[config.mk]
export PLATFORM = sky130hd
export DESIGN_NAME = prime_gen
export DESIGN_NICKNAME = d
export VERILOG_FILES = /design/src/rtl/prime_gen.sv
export SDC_FILE = /design/constraint.sdc
export NUM_CORES = 1
export LEC_CHECK = 0
export CORE_UTILIZATION = 35
export DETAILED_ROUTE_END_ITERATION = 6
export PLACE_DENSITY = 0.46
export SLEW_MARGIN = 20
export SYNTH_ARGS = -nofsm -noshare
export SYNTH_HDL_FRONTEND = slang
export SYNTH_SLANG_ARGS = --single-unit
[constraint.sdc]
create_clock -name clk -period 13.83 [get_ports clk]
set_clock_uncertainty 0.2 [all_clocks]
set_input_delay 2.0745 -clock clk [delete_from_list [all_inputs] [get_ports clk]]
set_output_delay 2.0745 -clock clk [all_outputs]
set_load 0.01 [all_outputs]
[src/rtl/prime_gen.sv]
// prime_gen: streams every prime that fits in WIDTH bits, in ascending order,
// testing each candidate by trial division done as repeated subtraction.
module prime_gen #(
    parameter int WIDTH = 8
) (
    input  logic             clk,
    input  logic             rst_n,
    input  logic             start,
    input  logic             out_ready,
    output logic [WIDTH-1:0] out,
    output logic             out_valid,
    output logic             busy,
    output logic             done
);
    typedef enum logic [1:0] {IDLE, TEST, EMIT, DONE} state_t;

    localparam logic [WIDTH-1:0] MAX = {WIDTH{1'b1}};
    localparam logic [WIDTH-1:0] TWO = WIDTH'(2);

    state_t             r_state;
    logic [WIDTH-1:0]   r_cand;
    logic [WIDTH-1:0]   r_d;
    logic [WIDTH-1:0]   r_rem;
    logic [WIDTH-1:0]   r_out;

    logic [2*WIDTH-1:0] w_dSquared;
    logic               w_isPrime;
    logic               w_atMax;
    logic [WIDTH-1:0]   w_nextCand;

    // Square at double width so the comparison can never overflow
    assign w_dSquared = {{WIDTH{1'b0}}, r_d} * {{WIDTH{1'b0}}, r_d};
    assign w_isPrime  = w_dSquared > {{WIDTH{1'b0}}, r_cand};
    assign w_atMax    = (r_cand == MAX);
    assign w_nextCand = r_cand + WIDTH'(1);

    always_ff @(posedge clk or negedge rst_n) begin
        if (!rst_n) begin
            r_state <= IDLE;
            r_cand  <= '0;
            r_d     <= '0;
            r_rem   <= '0;
            r_out   <= '0;
        end else begin
            case (r_state)
                IDLE, DONE: begin
                    if (start) begin
                        r_state <= TEST;
                        r_cand  <= TWO;
                        r_d     <= TWO;
                        r_rem   <= TWO;
                    end
                end
                TEST: begin
                    if (w_isPrime) begin
                        r_out   <= r_cand;
                        r_state <= EMIT;
                    end else if (r_rem >= r_d) begin
                        r_rem <= r_rem - r_d;
                    end else if (r_rem == '0) begin
                        if (w_atMax) begin
                            r_state <= DONE;
                        end else begin
                            r_cand <= w_nextCand;
                            r_d    <= TWO;
                            r_rem  <= w_nextCand;
                        end
                    end else begin
                        r_d   <= r_d + WIDTH'(1);
                        r_rem <= r_cand;
                    end
                end
                EMIT: begin
                    // The MAX check keeps cand from ever wrapping back to zero
                    if (out_ready) begin
                        if (w_atMax) begin
                            r_state <= DONE;
                        end else begin
                            r_state <= TEST;
                            r_cand  <= w_nextCand;
                            r_d     <= TWO;
                            r_rem   <= w_nextCand;
                        end
                    end
                end
                default: r_state <= IDLE;
            endcase
        end
    end

    assign out       = r_out;
    assign out_valid = (r_state == EMIT);
    assign busy      = (r_state == TEST) || (r_state == EMIT);
    assign done      = (r_state == DONE);

endmodule

# Word level (Yosys, flattened, before mapping)
# Index checks and enable logic that the tools add are counted.
[word_totals]
romBits = 0
elab_cells = 59
regBits = 34
out_inout_bits = 11
latch_bits = 0
memories = 0
ram_bits = 0
[classes]
n_lt_le_gt_ge = 2
n_reduce_logical = 9
bitwise_logic = 0
n_div = 0
shift = 0
eq_ne = 12
addsub = 3
n_mul = 1
mux = 27
[ops]
columns = ["operator", "n"]
rows = [
  ["2-to-1 mux 8 bit", 16],
  ["one-hot mux 8 bit (3 select lines)", 3],
  ["adder 8 x 1 -> 8 bit, second input constant", 2],
  ["> comparator 16 x 8 -> 1 bit", 1],
  ["multiplier 8 x 8 -> 16 bit", 1],
  ["2-to-1 mux 2 bit", 7],
  ["!= test 2 bit, second input constant", 5],
  ["AND reduction 5 bit", 2],
  ["!= test 3 bit, second input constant", 3],
  ["equality test 8 bit, second input constant", 1],
  [">= comparator 8 bit", 1],
  ["logical NOT 8 bit", 1],
  ["subtractor 8 bit", 1],
  ["one-hot mux 2 bit (3 select lines)", 1],
  ["equality test 2 bit, second input constant", 2],
  ["AND reduction 4 bit", 1],
  ["AND reduction 3 bit", 1],
  ["equality test 2 x 1 -> 1 bit, second input constant", 1],
  ["logical NOT 2 bit", 1],
  ["AND reduction 2 bit", 1],
  ["OR reduction 2 bit", 1],
  ["logical OR 1 bit", 1],
]

# Logic depth before layout (Yosys ltp)
[logic_depth]
ltp_word = 6
mapped_depth = 24

# Least setup slack after synthesis
# Ideal clock, no wire load.
[synth_timing]
path_type = "register to register"
from = "reg r_d[5]"
to = "reg r_state[1]"
stages_incl_launch_ff = 19
path_slack_ps = 8329
synth_period_minus_slack_ps = 5501
n_path_buf = 1
setup_ps = 125
t_arrival_ps = 5176
required_ps = 13505
cell_sequence = "dfrtp_1 > clkinv_1 > nor2_1 > fa_1 > fa_1 > fa_1 > inv_1 > fa_1 > inv_1 > ha_1 > clkbuf_1 > and3_1 > o21a_1 > o31a_1 > o31a_1 > o2111ai_1 > nor2_2 > a31oi_1 > mux2_4"
[synth_via]
elab_chain_cells = 4
elab_cells_between_ends = 9
classes_between = "mul (1); order compare (2); eq/ne (3); mux (2); reduce/logical (1)"
[synth_lines]
columns = ["item", "line", "text"]
rows = [
  ["start: declaration", "22", "logic [WIDTH-1:0] r_d;"],
  ["start signal: assignment", "69", "r_d <= r_d + WIDTH'(1);"],
  ["multiplier 8 x 8 -> 16 bit", "32", "assign w_dSquared = {{WIDTH{1'b0}}, r_d} * {{WIDTH{1'b0}}, r_d};"],
  ["> comparator 16 x 8 -> 1 bit", "33", "assign w_isPrime = w_dSquared > {{WIDTH{1'b0}}, r_cand};"],
  ["!= test 3 bit (no source line) / 2-to-1 mux 2 bit (equally long branches)", "-", ""],
  ["AND reduction 5 bit (no source line) / one-hot mux 2 bit (3 select lines) (equally long branches)", "-", ""],
  ["end signal: assignment", "39", "r_state <= IDLE;"],
  ["end signal: assignment", "48", "r_state <= TEST;"],
  ["end signal: assignment", "57", "r_state <= EMIT;"],
  ["end: declaration", "20", "state_t r_state;"],
]
# Several ways; a longest one is shown, not always the timed one.
# A chain may end at the register's enable or synchronous reset.

# Worst setup path in the final report
[layout_timing]
from = "reg r_d[0]"
to = "reg r_rem[4]"
[layout_via]
elab_chain_cells = 4
elab_cells_between_ends = 9
classes_between = "add/sub (1); mul (1); order compare (2); eq/ne (1); mux (3); reduce/logical (1)"
[layout_lines]
columns = ["item", "line", "text"]
rows = [
  ["multiplier 8 x 8 -> 16 bit, or another cell as far along", "32", ""],
  ["> comparator 16 x 8 -> 1 bit / 2-to-1 mux 8 bit (equally long branches)", "33, 58", ""],
  ["!= test 2 bit (no source line) / 2-to-1 mux 8 bit (equally long branches)", "-", ""],
  ["AND reduction 3 bit (no source line) / one-hot mux 8 bit (3 select lines) (equally long branches)", "-", ""],
  ["end signal: assignment", "59", "r_rem <= r_rem - r_d;"],
  ["end signal: assignment", "66", "r_rem <= w_nextCand;"],
  ["end signal: assignment", "70", "r_rem <= r_cand;"],
  ["end: declaration", "23", "logic [WIDTH-1:0] r_rem;"],
]
# Several ways; a longest one is shown, not always the timed one. The select of a mux whose other input is x is not followed.

==> qor.csv <==
stage;metric;value;unit
min_path;Hold Path Depth;2;
global_routing;largest net degree at the start of global routing;35;
layout;fill count;1266;
drt;post-route ant nets;0;
layout;Finished Layout Cells;724;
setup_path;RR Startpoint;r_d[0];
power;VDD IR max;93.37;uV
drt;vias;3936;
floorplan;Rows;40;
clock_network;Clock Tree Buf Depth;2;
drt;drt total wl;12570;microns
place;DPL Wire Length;10010;microns
clock_network;Root Buffer Master;clkbuf_16;
clock_network;H-tree level count;2;
floorplan;Boundary Pins;15;
timing;setup TNS;0;ns
drt;Post-route DRC;0;
floorplan;chip width;114.5;microns
yosys;post-synthesis mux area share;0.01781;
setup_path;Max stage delay on crit path;0.54;ns
clock_network;# hold bufs at CTS;0;
layout;Final nets;633;
timing;post-route setup slack;7.746;ns
setup_path;crit path cell chain;inv_1 > nor2_1 > fa_1 > xor2_1 > xnor2_1 > fa_1 > inv_1 > fa_1 > inv_1 > ha_1 > and2_4 > a311o_1 > or3_4 > a2111oi_4 > o2111ai_2 > o21ai_4 > nand3_2 > o21ai_1;
setup_path;launch point of the worst path;r_d[0];
setup_path;CP Capture Type;flop;
yosys;most common cell in the netlist;inv_1;
drt;DR iter-0 viols;344;
global_routing;first-pass GRT wire length;20840;microns
floorplan;Core Area;12160;sq um
clock_network;# Post-CTS Setup Buffers;0;
clock_network;worst skew pair latency;0.28;ns
yosys;Adder-Cell Fraction of Synth Area;0.2533;
place;pre-CTS setup slack;7.723;ns
run_status;status;complete, no violations;
place;port bufs;14;
global_routing;initial antenna violation count;0;
power;Pleak;0.002199;uW
layout;share of post-route cells with drive strength above 1;0.04317;
clock_network;post-CTS sizing;0;
yosys;Syn Inst Count;558;
global_routing;via count of the first global-routing pass;4030;
layout;diode count;0;
yosys;yosys warns;0;
setup_path;CP bufs+invs;3;
setup_path;kind of critical path;reg2reg;
yosys;mapped cell area;4427;sq um
yosys;Synth top area share;0.1922;
yosys;Top FF cell, synth;dfrtp_1;
yosys;syn avg cell area;7.933;sq um
clock_network;Clock transition at path regs;0.06;ns
timing;Period minus WS final;6.084;ns
setup_path;crit path launch type;flop;
setup_path;R2R cell count;18;
drt;DR WL/cell;17.36;microns
setup_path;critical path arrival;6.09;ns
yosys;Seq/Total Area, Yosys;0.1922;
global_routing;GR Overflow Total;0;
yosys;cell type with the largest total area after synthesis;dfrtp_1;
yosys;Area contributors post-synth;dfrtp_1 (19%), ha_1 (14%), fa_1 (12%), a21oi_1 (6.1%), inv_1 (5.2%);
setup_path;reg-to-reg critical path endpoint;r_rem[4];
yosys;Synth Area in Compound Gates;0.2456;
global_routing;total global routing track utilization;0.2066;
timing;Pins Over Slew Limit;0;
floorplan;die footprint;13100;sq um
place;final RePlAce weighted congestion;0.8207;
timing;Hold Vio Cnt, Final;0;
setup_path;critical path required time;13.83;ns
timing;Final Setup Violations;0;
clock_network;clock sink count;34;
yosys;Commonest cells post-synth;inv_1 (61), nand2_1 (56), a21oi_1 (54);
yosys;Synth Area in Simple Gates;0.1769;
min_path;Hold EP;out[2];
yosys;Yosys cell types;68;
min_path;hold crit path type;reg2reg;
timing;Tcrit/Tclk final;0.4399;
timing;unrepaired setup endpoints after global routing;no;
clock_network;TritonCTS Buffers;5;
setup_path;CP Max Fanout;15;
drt;detail-routed via count per cell;5.436;
setup_path;slowest cell on the critical path;fa_1;
power;power density over the cells;153.3;nW/um^2
setup_path;Worst path depth;18;
yosys;largest family of logic cells by synthesized area;adder cells;
yosys;XOR/XNOR Fraction of Synth Area;0.03166;
yosys;ys async rst share;1.000;
min_path;Min-Delay Startpoint;out[2];
setup_path;reg2reg setup slack;7.75;ns
yosys;EDFF count, synth;0;
yosys;#FFs+latches synth;34;
drt;first-pass iteration count of the detailed router;4;
timing;Slew @ Worst Pin;0.8084;ns
timing;Slew HR;0.4586;
job;max cap viols;0;
layout;Layout area overhead;8.931;%
place;placed insts;716;
floorplan;Initial Utilization;0.3640;
floorplan;die height;114.5;microns
timing;Max Clock Freq;164.4;MHz
clock_network;CTS tree;done;
setup_path;critical path's top delay family;adder cells;
==> logic make-up after synthesis <==
kind of cell | after synthesis
buffers and inverters | 90
AOI/OAI and AO/OA | 170
DFF | 34
other | 1
muxes | 7
and+or+nand+nor | 166
xor gates and xnor gates | 16
adders and majority gates | 74
==> through the flow <==
step	cell area [sq um]	hold slack, ns	power, uW	util
after floorplan	4431	0.2992	505.1	-
after global placement	4671	0.2689	626.2	0.3841
after detailed placement	4671	0.2834	626.0	0.3841
after CTS	4822	0.2981	744.3	0.3965
after global routing	4822	0.3190	810.9	0.3965
final	4822	0.2873	739.3	0.3965
==> how the worst max path moves through the flow <==
stage	to
2_1_floorplan	r_state[1]
3_3_place_gp	r_rem[5]
3_5_place_dp	r_rem[4]
4_1_cts	r_rem[4]
5_1_grt	r_rem[6]
6_report	r_rem[4]
==> report_power, final <==
part	internal (uW)	total (uW)	switching [uW]
clock	71.3	115	43.4
sequential	121	153	32.2
combinational	189	471	283
total	381	739	358
==> cell type report <==
cell class	instances	area, sq um	share of cell area
clock buffers	6	138.9	0.02880
repair buffers	16	155.1	0.03217
clock inverters	2	12.51	0.002595
inverters	63	236.5	0.04904
multi-input cells	435	3218	0.6674
well taps	168	210.2	0.04359
flip-flops and latches	34	850.8	0.1764
==> sequential cells by signal, indices dropped and copies added (netlist names) <==
register and count:
r_rem 8, r_d 8, out 8, r_cand 8, r_state 2
==> layer usage <==
layer  vias up  global-route usage  wire (microns)
met5         -                   0               0
met4         0             0.05281             100
met3         6             0.01747             248
met2        47              0.3600            6335
met1      1922              0.2756            5888
li1       1961                   -               -
==> worst reg2reg max path, stage by stage, from the launching register on <==
cell and delay (ns):
dfrtp_1 0.50, inv_1 0.22, nor2_1 0.27, fa_1 0.46
xor2_1 0.18, xnor2_1 0.15, fa_1 0.54, inv_1 0.06
fa_1 0.52, inv_1 0.05, ha_1 0.40, and2_4 0.19
a311o_1 0.30, or3_4 0.40, a2111oi_4 0.41, o2111ai_2 0.26
o21ai_4 0.45, nand3_2 0.25, o21ai_1 0.20
==> placed cells by master, fill, tap and decap left out, types with 6 or more instances in the layout <==
master           Yosys  final
nor2_1              49     49
nand3_1             12     12
o21ai_1             15     15
nor3_1              11     11
a211oi_1             7      7
a21oi_1             54     54
clkdlybuf4s50_1      0     14
nand2_1             56     56
o21ai_0             36     36
dfrtp_1             34     34
inv_1               61     61
fa_1                26     26
ha_1                48     48
a21o_1               9      9
a31oi_1              7      7
nand4_1              6      6
xnor2_1             14     14
(Power assumes the default switching activity.)
